<file path="config.mk">
export PLATFORM = sky130hd
export DESIGN_NAME = demux_scheduler
export DESIGN_NICKNAME = d
export VERILOG_FILES = /design/src/rtl/demux_scheduler.sv
export SDC_FILE = /design/constraint.sdc
export NUM_CORES = 1
export LEC_CHECK = 0
export CAP_MARGIN = 20
export CORE_MARGIN = 2
export CORE_UTILIZATION = 45
export CTS_CLUSTER_SIZE = 14
export DETAILED_ROUTE_END_ITERATION = 10
export PLACE_DENSITY_LB_ADDON = 0.2
export SYNTH_ARGS = -nofsm -noshare
export SYNTH_HDL_FRONTEND = slang
export SYNTH_SLANG_ARGS = --single-unit
</file>
<file path="constraint.sdc">
create_clock -name clk -period 4.4 [get_ports clk]
set_input_delay 0.88 -clock clk [delete_from_list [all_inputs] [get_ports clk]]
set_output_delay 0.88 -clock clk [all_outputs]
set_load 0.05 [all_outputs]
</file>
<file path="src/rtl/demux_scheduler.sv">
// Serialises a captured 4-bit word onto one data line while steering a 1-to-4 demux,
// holding each enabled channel for DWELL cycles before moving to the next higher one.
module demux_scheduler #(
   parameter int DWELL = 1
) (
   input  logic       clk,
   input  logic       rst,
   input  logic       start,
   input  logic [3:0] din,
   input  logic [3:0] ch_en,
   output logic       A,
   output logic       S0,
   output logic       S1,
   output logic       busy,
   output logic       done
);

   localparam int CW = (DWELL > 1) ? $clog2(DWELL) : 1;
   localparam logic [CW-1:0] LAST = CW'(DWELL - 1);

   typedef enum logic [1:0] {IDLE, SEND, DONE} state_t;

   state_t        state_q, state_d;
   logic [1:0]    sel_q, sel_d;
   logic [CW-1:0] cnt_q, cnt_d;
   logic [3:0]    din_q, din_d;
   logic [3:0]    mask_q, mask_d;
   logic          a_q, a_d;
   logic [1:0]    s_q, s_d;
   logic          busy_q, busy_d;
   logic          done_q, done_d;

   logic [1:0]    firstSel;
   logic [1:0]    nextSel;
   logic          nextFound;

   always_ff @(posedge clk or posedge rst) begin
      if (rst) begin
         state_q <= IDLE;
         sel_q   <= '0;
         cnt_q   <= '0;
         din_q   <= '0;
         mask_q  <= '0;
         a_q     <= 1'b0;
         s_q     <= '0;
         busy_q  <= 1'b0;
         done_q  <= 1'b0;
      end else begin
         state_q <= state_d;
         sel_q   <= sel_d;
         cnt_q   <= cnt_d;
         din_q   <= din_d;
         mask_q  <= mask_d;
         a_q     <= a_d;
         s_q     <= s_d;
         busy_q  <= busy_d;
         done_q  <= done_d;
      end
   end

   // Descending scans so the lowest qualifying index is the one left standing.
   always_comb begin
      firstSel  = '0;
      nextSel   = sel_q;
      nextFound = 1'b0;
      for (int i = 3; i >= 0; i--) begin
         if (ch_en[i]) begin
            firstSel = 2'(i);
         end
         if (mask_q[i] && (i > int'(sel_q))) begin
            nextSel   = 2'(i);
            nextFound = 1'b1;
         end
      end
   end

   always_comb begin
      state_d = state_q;
      sel_d   = sel_q;
      cnt_d   = cnt_q;
      din_d   = din_q;
      mask_d  = mask_q;
      case (state_q)
         IDLE: begin
            if (start) begin
               din_d  = din;
               mask_d = ch_en;
               cnt_d  = '0;
               if (|ch_en) begin
                  state_d = SEND;
                  sel_d   = firstSel;
               end else begin
                  state_d = DONE;
                  sel_d   = '0;
               end
            end
         end
         SEND: begin
            if (cnt_q == LAST) begin
               cnt_d = '0;
               if (nextFound) begin
                  sel_d = nextSel;
               end else begin
                  state_d = DONE;
                  sel_d   = '0;
               end
            end else begin
               cnt_d = cnt_q + CW'(1);
            end
         end
         DONE: begin
            state_d = IDLE;
         end
         default: begin
            state_d = IDLE;
         end
      endcase
   end

   // Outputs are computed from the next state so they land in registers aligned with it.
   always_comb begin
      busy_d = (state_d == SEND);
      done_d = (state_d == DONE);
      s_d    = busy_d ? sel_d : 2'b00;
      a_d    = busy_d ? din_d[sel_d] : 1'b0;
   end

   assign A    = a_q;
   assign S0   = s_q[0];
   assign S1   = s_q[1];
   assign busy = busy_q;
   assign done = done_q;

endmodule
</file>
======== After elaboration in Yosys (flattened, before gate mapping) ========
Index checks and enable logic that the tools add are counted.
cells by class
  shifts and indexed selects .............. 0
  equality and inequality tests ........... 4
  reductions and logical operators ........ 8
  multiply operators ...................... 0
  bitwise gates (word level) .............. 0
  order comparisons ....................... 4
  add/sub/neg operators ................... 1
  muxes and demuxes ....................... 29
  div/mod/pow operators ................... 0
operators by type and width
  operator                                                                number
  2-bit 2-to-1 mux                                                        16
  4-bit 2-to-1 mux                                                        2
  2-bit case mux with 2 select lines                                      2
  1-bit 2-to-1 mux                                                        7
  2-bit by 1-bit equality test with 1-bit output (second input constant)  2
  2-bit > comparator (first input constant)                               2
  2-bit AND reduction                                                     2
  4-bit OR reduction                                                      1
  1-bit logical AND                                                       3
  2-bit by 3-bit < comparator with 1-bit output (second input constant)   1
  1-bit binary-select mux with 2-bit select                               1
  2-bit equality test (second input constant)                             1
  1-bit by 2-bit > comparator with 1-bit output (first input constant)    1
  2-bit zero test                                                         1
  2-bit inequality test (second input constant)                           1
  1-bit case mux with 2 select lines                                      1
  2-bit nonzero test                                                      1
  1-bit adder (second input constant)                                     1
storage, ports and cells
  ROM bits ................................ 0
  bits of input ports ..................... 11
  memory bits (writable) .................. 0
  latch bits .............................. 0
  memories kept ........................... 0
  register bits ........................... 18
  logic and storage cells ................. 55

======== Longest topological paths before layout ========
  word-level depth ........................ 11
  mapped depth ............................ 6

======== Least setup slack after synthesis ========
No wires, ideal clock.
  kind .................................... input port to flip-flop
  start ................................... in start
  end ..................................... reg a_q, in the netlist A
  stages on the path ...................... 5
  required time ........................... 4.279 ns
  library setup time ...................... 0.121 ns
  slack ................................... 2.234 ns
  path buffers ............................ 1
  data arrival time ....................... 2.045 ns
  path through ............................ nor3b_2 > buf_6 > mux2_4 > mux2_4 > a22o_1
between the ends
  cells in the longest elaborated chain, start to end .. 5
  elaborated cells between the ends (all ways) .. 10
  classes of those cells .................. 1 x eq/ne; 9 x mux
RTL lines
  what                                       line  source
  start, declared                            8     input logic start,
  4-bit 2-to-1 mux                           85    if (start) begin
  4-bit 2-to-1 mux                           83    case (state_q)
  named net din_d[1]                         26    logic [3:0] din_q, din_d;
  1-bit binary-select mux with 2-bit select  125   a_d = busy_d ? din_d[sel_d] : 1'b0;
  1-bit 2-to-1 mux (not written as such)     125
  1-bit 2-to-1 mux                           125
  named net a_d                              28    logic a_q, a_d;
  end signal, assigned                       44    a_q <= 1'b0;
  end signal, assigned                       54    a_q <= a_d;
  end, declared                              28
The timed path passes the listed nets, and every way through them passes these cells. The select of a mux whose other input is x is not followed.
A chain may end at the register's enable or synchronous reset.

======== Worst setup path after layout ========
  start ................................... in start
  end ..................................... reg a_q, in the netlist A
between the ends
  cells in the longest elaborated chain, start to end .. 5
  elaborated cells between the ends (all ways) .. 10
  classes of those cells .................. 1 x eq/ne; 9 x mux
RTL lines
  what                                       line  source
  2-bit 2-to-1 mux                           85
  2-bit case mux with 2 select lines         83
  named net sel_d[1]                         24    logic [1:0] sel_q, sel_d;
  1-bit binary-select mux with 2-bit select  125
  1-bit 2-to-1 mux (not written as such)     125
  1-bit 2-to-1 mux                           125
  named net a_d                              28
The timed path passes the listed nets, and every way through them passes these cells. The select of a mux whose other input is x is not followed.

==> flow_metrics.py <==
metrics = {
    "pwr": {
        "swShare": 0.4025,
        "power_density_mw_per_mm2": 787.2,
        "pwr-share-clk": 0.130,
        "p_leak_nw": 0.4180,
        "p_switching_mw": 0.3009,
        "combPwrFrac": 0.520,
        "pwr-share-seq": 0.350,
        "p_int_mw": 0.4466,
        "ir_drop_uv": 339.3,
    },
    "final_layout": {
        "area_growth_pct": 25.87,
        "final_nets": 94,
        "multi_input_area_um2": 327.8,
        "drive_above_1_share": 0.1585,
        "fin_util": 0.6161,
        "layout_common_cells": "dfrtp_1, clkdlybuf4s50_1, nand2_1",
        "regArea_um2": 400.4,
        "diodes": 0,
        "finish.instance_area_um2": 949.7,
        "fillers": 139,
        "layout_commonest_cell": "dfrtp_1",
    },
    "worst_setup_path": {
        "cp.required_ns": 4.58,
        "crit_arrival_ns": 3.05,
        "crit_start": "start",
        "slowest_stage": "nor3b_2",
        "r2r_end": "A$_DFF_PP0_",
        "worst_path_largest_cell_delay_ns": 0.70,
        "critical_path_class": "in2reg",
        "ff2ff_path_depth": 5,
        "setup.worst_path.start_class": "input pin",
        "r2r_start": "state_q[1]$_DFF_PP0_",
        "crit_cells": 6,
        "timing.reg2reg.setup_slack_ns": 2.18,
        "cp-endpoint": "A$_DFF_PP0_",
        "cp_cell_sequence": "clkdlybuf4s50_1 > nor3b_2 > nand3b_1 > o211ai_4 > mux2_1 > a22o_1",
        "cp_max_fo": 12,
        "critPathCaptureType": "flop",
        "crit_family": "simple AND/OR/NAND/NOR gates",
        "path_buf_inv": 1,
    },
    "synth": {
        "ys_seq_area_frac": 0.5307,
        "synth_nets": 75,
        "yosysTopAreaCell": "dfrtp_1",
        "ys_warn_count": 0,
        "syn_area_per_cell_um2": 11.79,
        "synthDominantCellAreaShare": 0.5307,
        "synth_area_um2": 754.5,
        "ys_types": 24,
        "ys_ff_latch": 16,
        "syn_inst": 64,
        "synthTopCellsByArea": "dfrtp_1, mux2_4, mux2_2, nand2_1, o211ai_4",
    },
    "worst_hold_path": {
        "hold_path.class": "reg2reg",
    },
    "placed_design": {
        "io_buffers": 15,
        "post-dp-hpwl_um": 1009,
        "gp_congestion": 0.7447,
        "placed_area_um2": 913.4,
    },
    "global_route": {
        "grt_pass1_vias": 504,
        "grt.overflow.total": 0,
        "grt_pass1_wl_um": 2221,
        "grt_max_degree": 17,
        "antenna_found_initial": 0,
        "grt_usage": 0.1613,
    },
    "status": {
        "status": "completed",
    },
    "route": {
        "first_iter_violations": 13,
        "wl_um": 1351,
        "dr.pass1.iters": 4,
        "remaining_drc_errors": 0,
        "vias": 571,
        "drt-wirelength-per-cell_um": 13.79,
        "ant_nets": 0,
        "vias_per_cell": 5.827,
    },
    "sta": {
        "skew_ns": 0.002611,
        "final.setup.tns_ns": 0,
        "drv_slew": 0,
        "setup_violations": 0,
        "tightest_slew_ns": 0.8562,
        "final.min_clock_period_ns": 2.864,
        "finalCritPeriodShare": 0.6508,
        "hold_viol": 0,
        "slew_headroom": 0.4267,
        "clock.fmax_mhz": 349.2,
        "rsz0062_at_grt": "false",
    },
    "floorplanning": {
        "row_count": 14,
        "fp.dieW_um": 44.95,
        "start_util": 0.4894,
        "die_height_um": 44.95,
        "dieArea_mm2": 0.002020,
        "io_pins": 16,
        "core_area_mm2": 0.001541,
    },
    "cts": {
        "cts_resized": 0,
        "cts_tree": "done",
        "cts_sinks": 16,
        "clock_latency_ns": 0.29,
        "ctsHtreeMaxLevel": 1,
        "cts-hold-fix-buffers": 0,
        "numCtsBuffers": 3,
        "root_buffer": "clkbuf_4",
        "post_cts_buffers": 0,
        "clkTransAtPathRegs_ns": 0.09,
        "clockBufferDepth": 2,
    },
    "job": {
        "cap_viol_max_count": 0,
    },
}
kinds of logic (layout without fill, tap and decap cells):
kind of cell,Yosys count,count (layout),share of synthesized area
AND/OR/NAND/NOR,19,19,0.1277
flip-flops,16,16,0.5307
AO/OA/AOI/OAI,15,15,0.1542
multiplexers,9,9,0.1526
buffers and inverters,5,23,0.03482
final cells by class:
class / instances / area share
flip-flops and latches: 16 / 0.4216
multi-input cells: 43 / 0.3452
repair buffers: 15 / 0.1581
clock buffers: 4 / 0.03821
well taps: 16 / 0.02108
inverters: 4 / 0.01581
state kept, by name (all words and copies together), names as in the netlist:
name,cells
mask_q,3
busy,1
sel_q,2
s_q,2
done,1
A,1
state_q,2
din_q,4
through the flow:
| step | setup slack [ns] | power, mW | std cells | hold slack, ns |
|---|---|---|---|---|
| after floorplan | 2.234 | 0.5621 | 64 | 0.4645 |
| after global placement | 1.295 | 0.6417 | 94 | 0.4772 |
| after detailed placement | 1.224 | 0.6509 | 94 | 0.4865 |
| after CTS | 1.529 | 0.7499 | 98 | 0.5127 |
| after global routing | 1.405 | 0.7946 | 98 | 0.5195 |
| final | 1.536 | 0.7476 | 98 | 0.5066 |
worst reg2reg max path, cell delays in order, from the launching register on:
cell and delay [ns]:
dfrtp_1 0.41, nor3b_2 0.72, nand3b_1 0.26, o211ai_4 0.18, mux2_1 0.35, a22o_1 0.20
metal layers:
metal,vias up,part of all wire,GRT usage
li1,260,-,-
met2,30,0.48,0.2400
met1,277,0.43,0.2026
met5,-,0,0
met4,0,0.019,0.1059
met3,4,0.071,0.04800
worst min path at each step:
stage	start	end	slack (ns)	depth (start not counted)
detailed placement	din_q[1]$_DFF_PP0_	din_q[1]$_DFF_PP0_	0.49	1
global route	din_q[0]$_DFF_PP0_	din_q[0]$_DFF_PP0_	0.52	1
finish	din_q[0]$_DFF_PP0_	din_q[0]$_DFF_PP0_	0.51	1
floorplan	din_q[0]$_DFF_PP0_	din_q[0]$_DFF_PP0_	0.46	1
CTS	din_q[0]$_DFF_PP0_	din_q[0]$_DFF_PP0_	0.51	1
global placement	din_q[0]$_DFF_PP0_	din_q[0]$_DFF_PP0_	0.48	1
power groups by stage:
| stage | clock network, mW | registers (mW) | logic, mW |
|---|---|---|---|
| after floorplan | 0 | 0.322 | 0.241 |
| after global placement | 0 | 0.260 | 0.382 |
| after detailed placement | 0 | 0.262 | 0.388 |
| after CTS | 0.101 | 0.260 | 0.389 |
| after global routing | 0.107 | 0.268 | 0.419 |
| final | 0.0969 | 0.262 | 0.389 |
synthesized netlist by cell type:
library cell	n
nand2b_1	3
dfrtp_1	16
buf_6	1
o21ai_0	2
nor3b_2	1
or2_1	1
a211o_1	1
mux2i_1	1
o21ai_1	1
mux2_4	4
inv_1	4
o22ai_1	2
o211ai_4	1
nor2_1	5
mux2_2	3
a22o_1	1
o211ai_1	2
nor2b_1	1
a21oi_1	2
o21bai_1	2
nand2_1	7
nand3b_1	1
mux2_1	1
o32a_1	1
No activity file was read; power rests on OpenSTA's default activity.
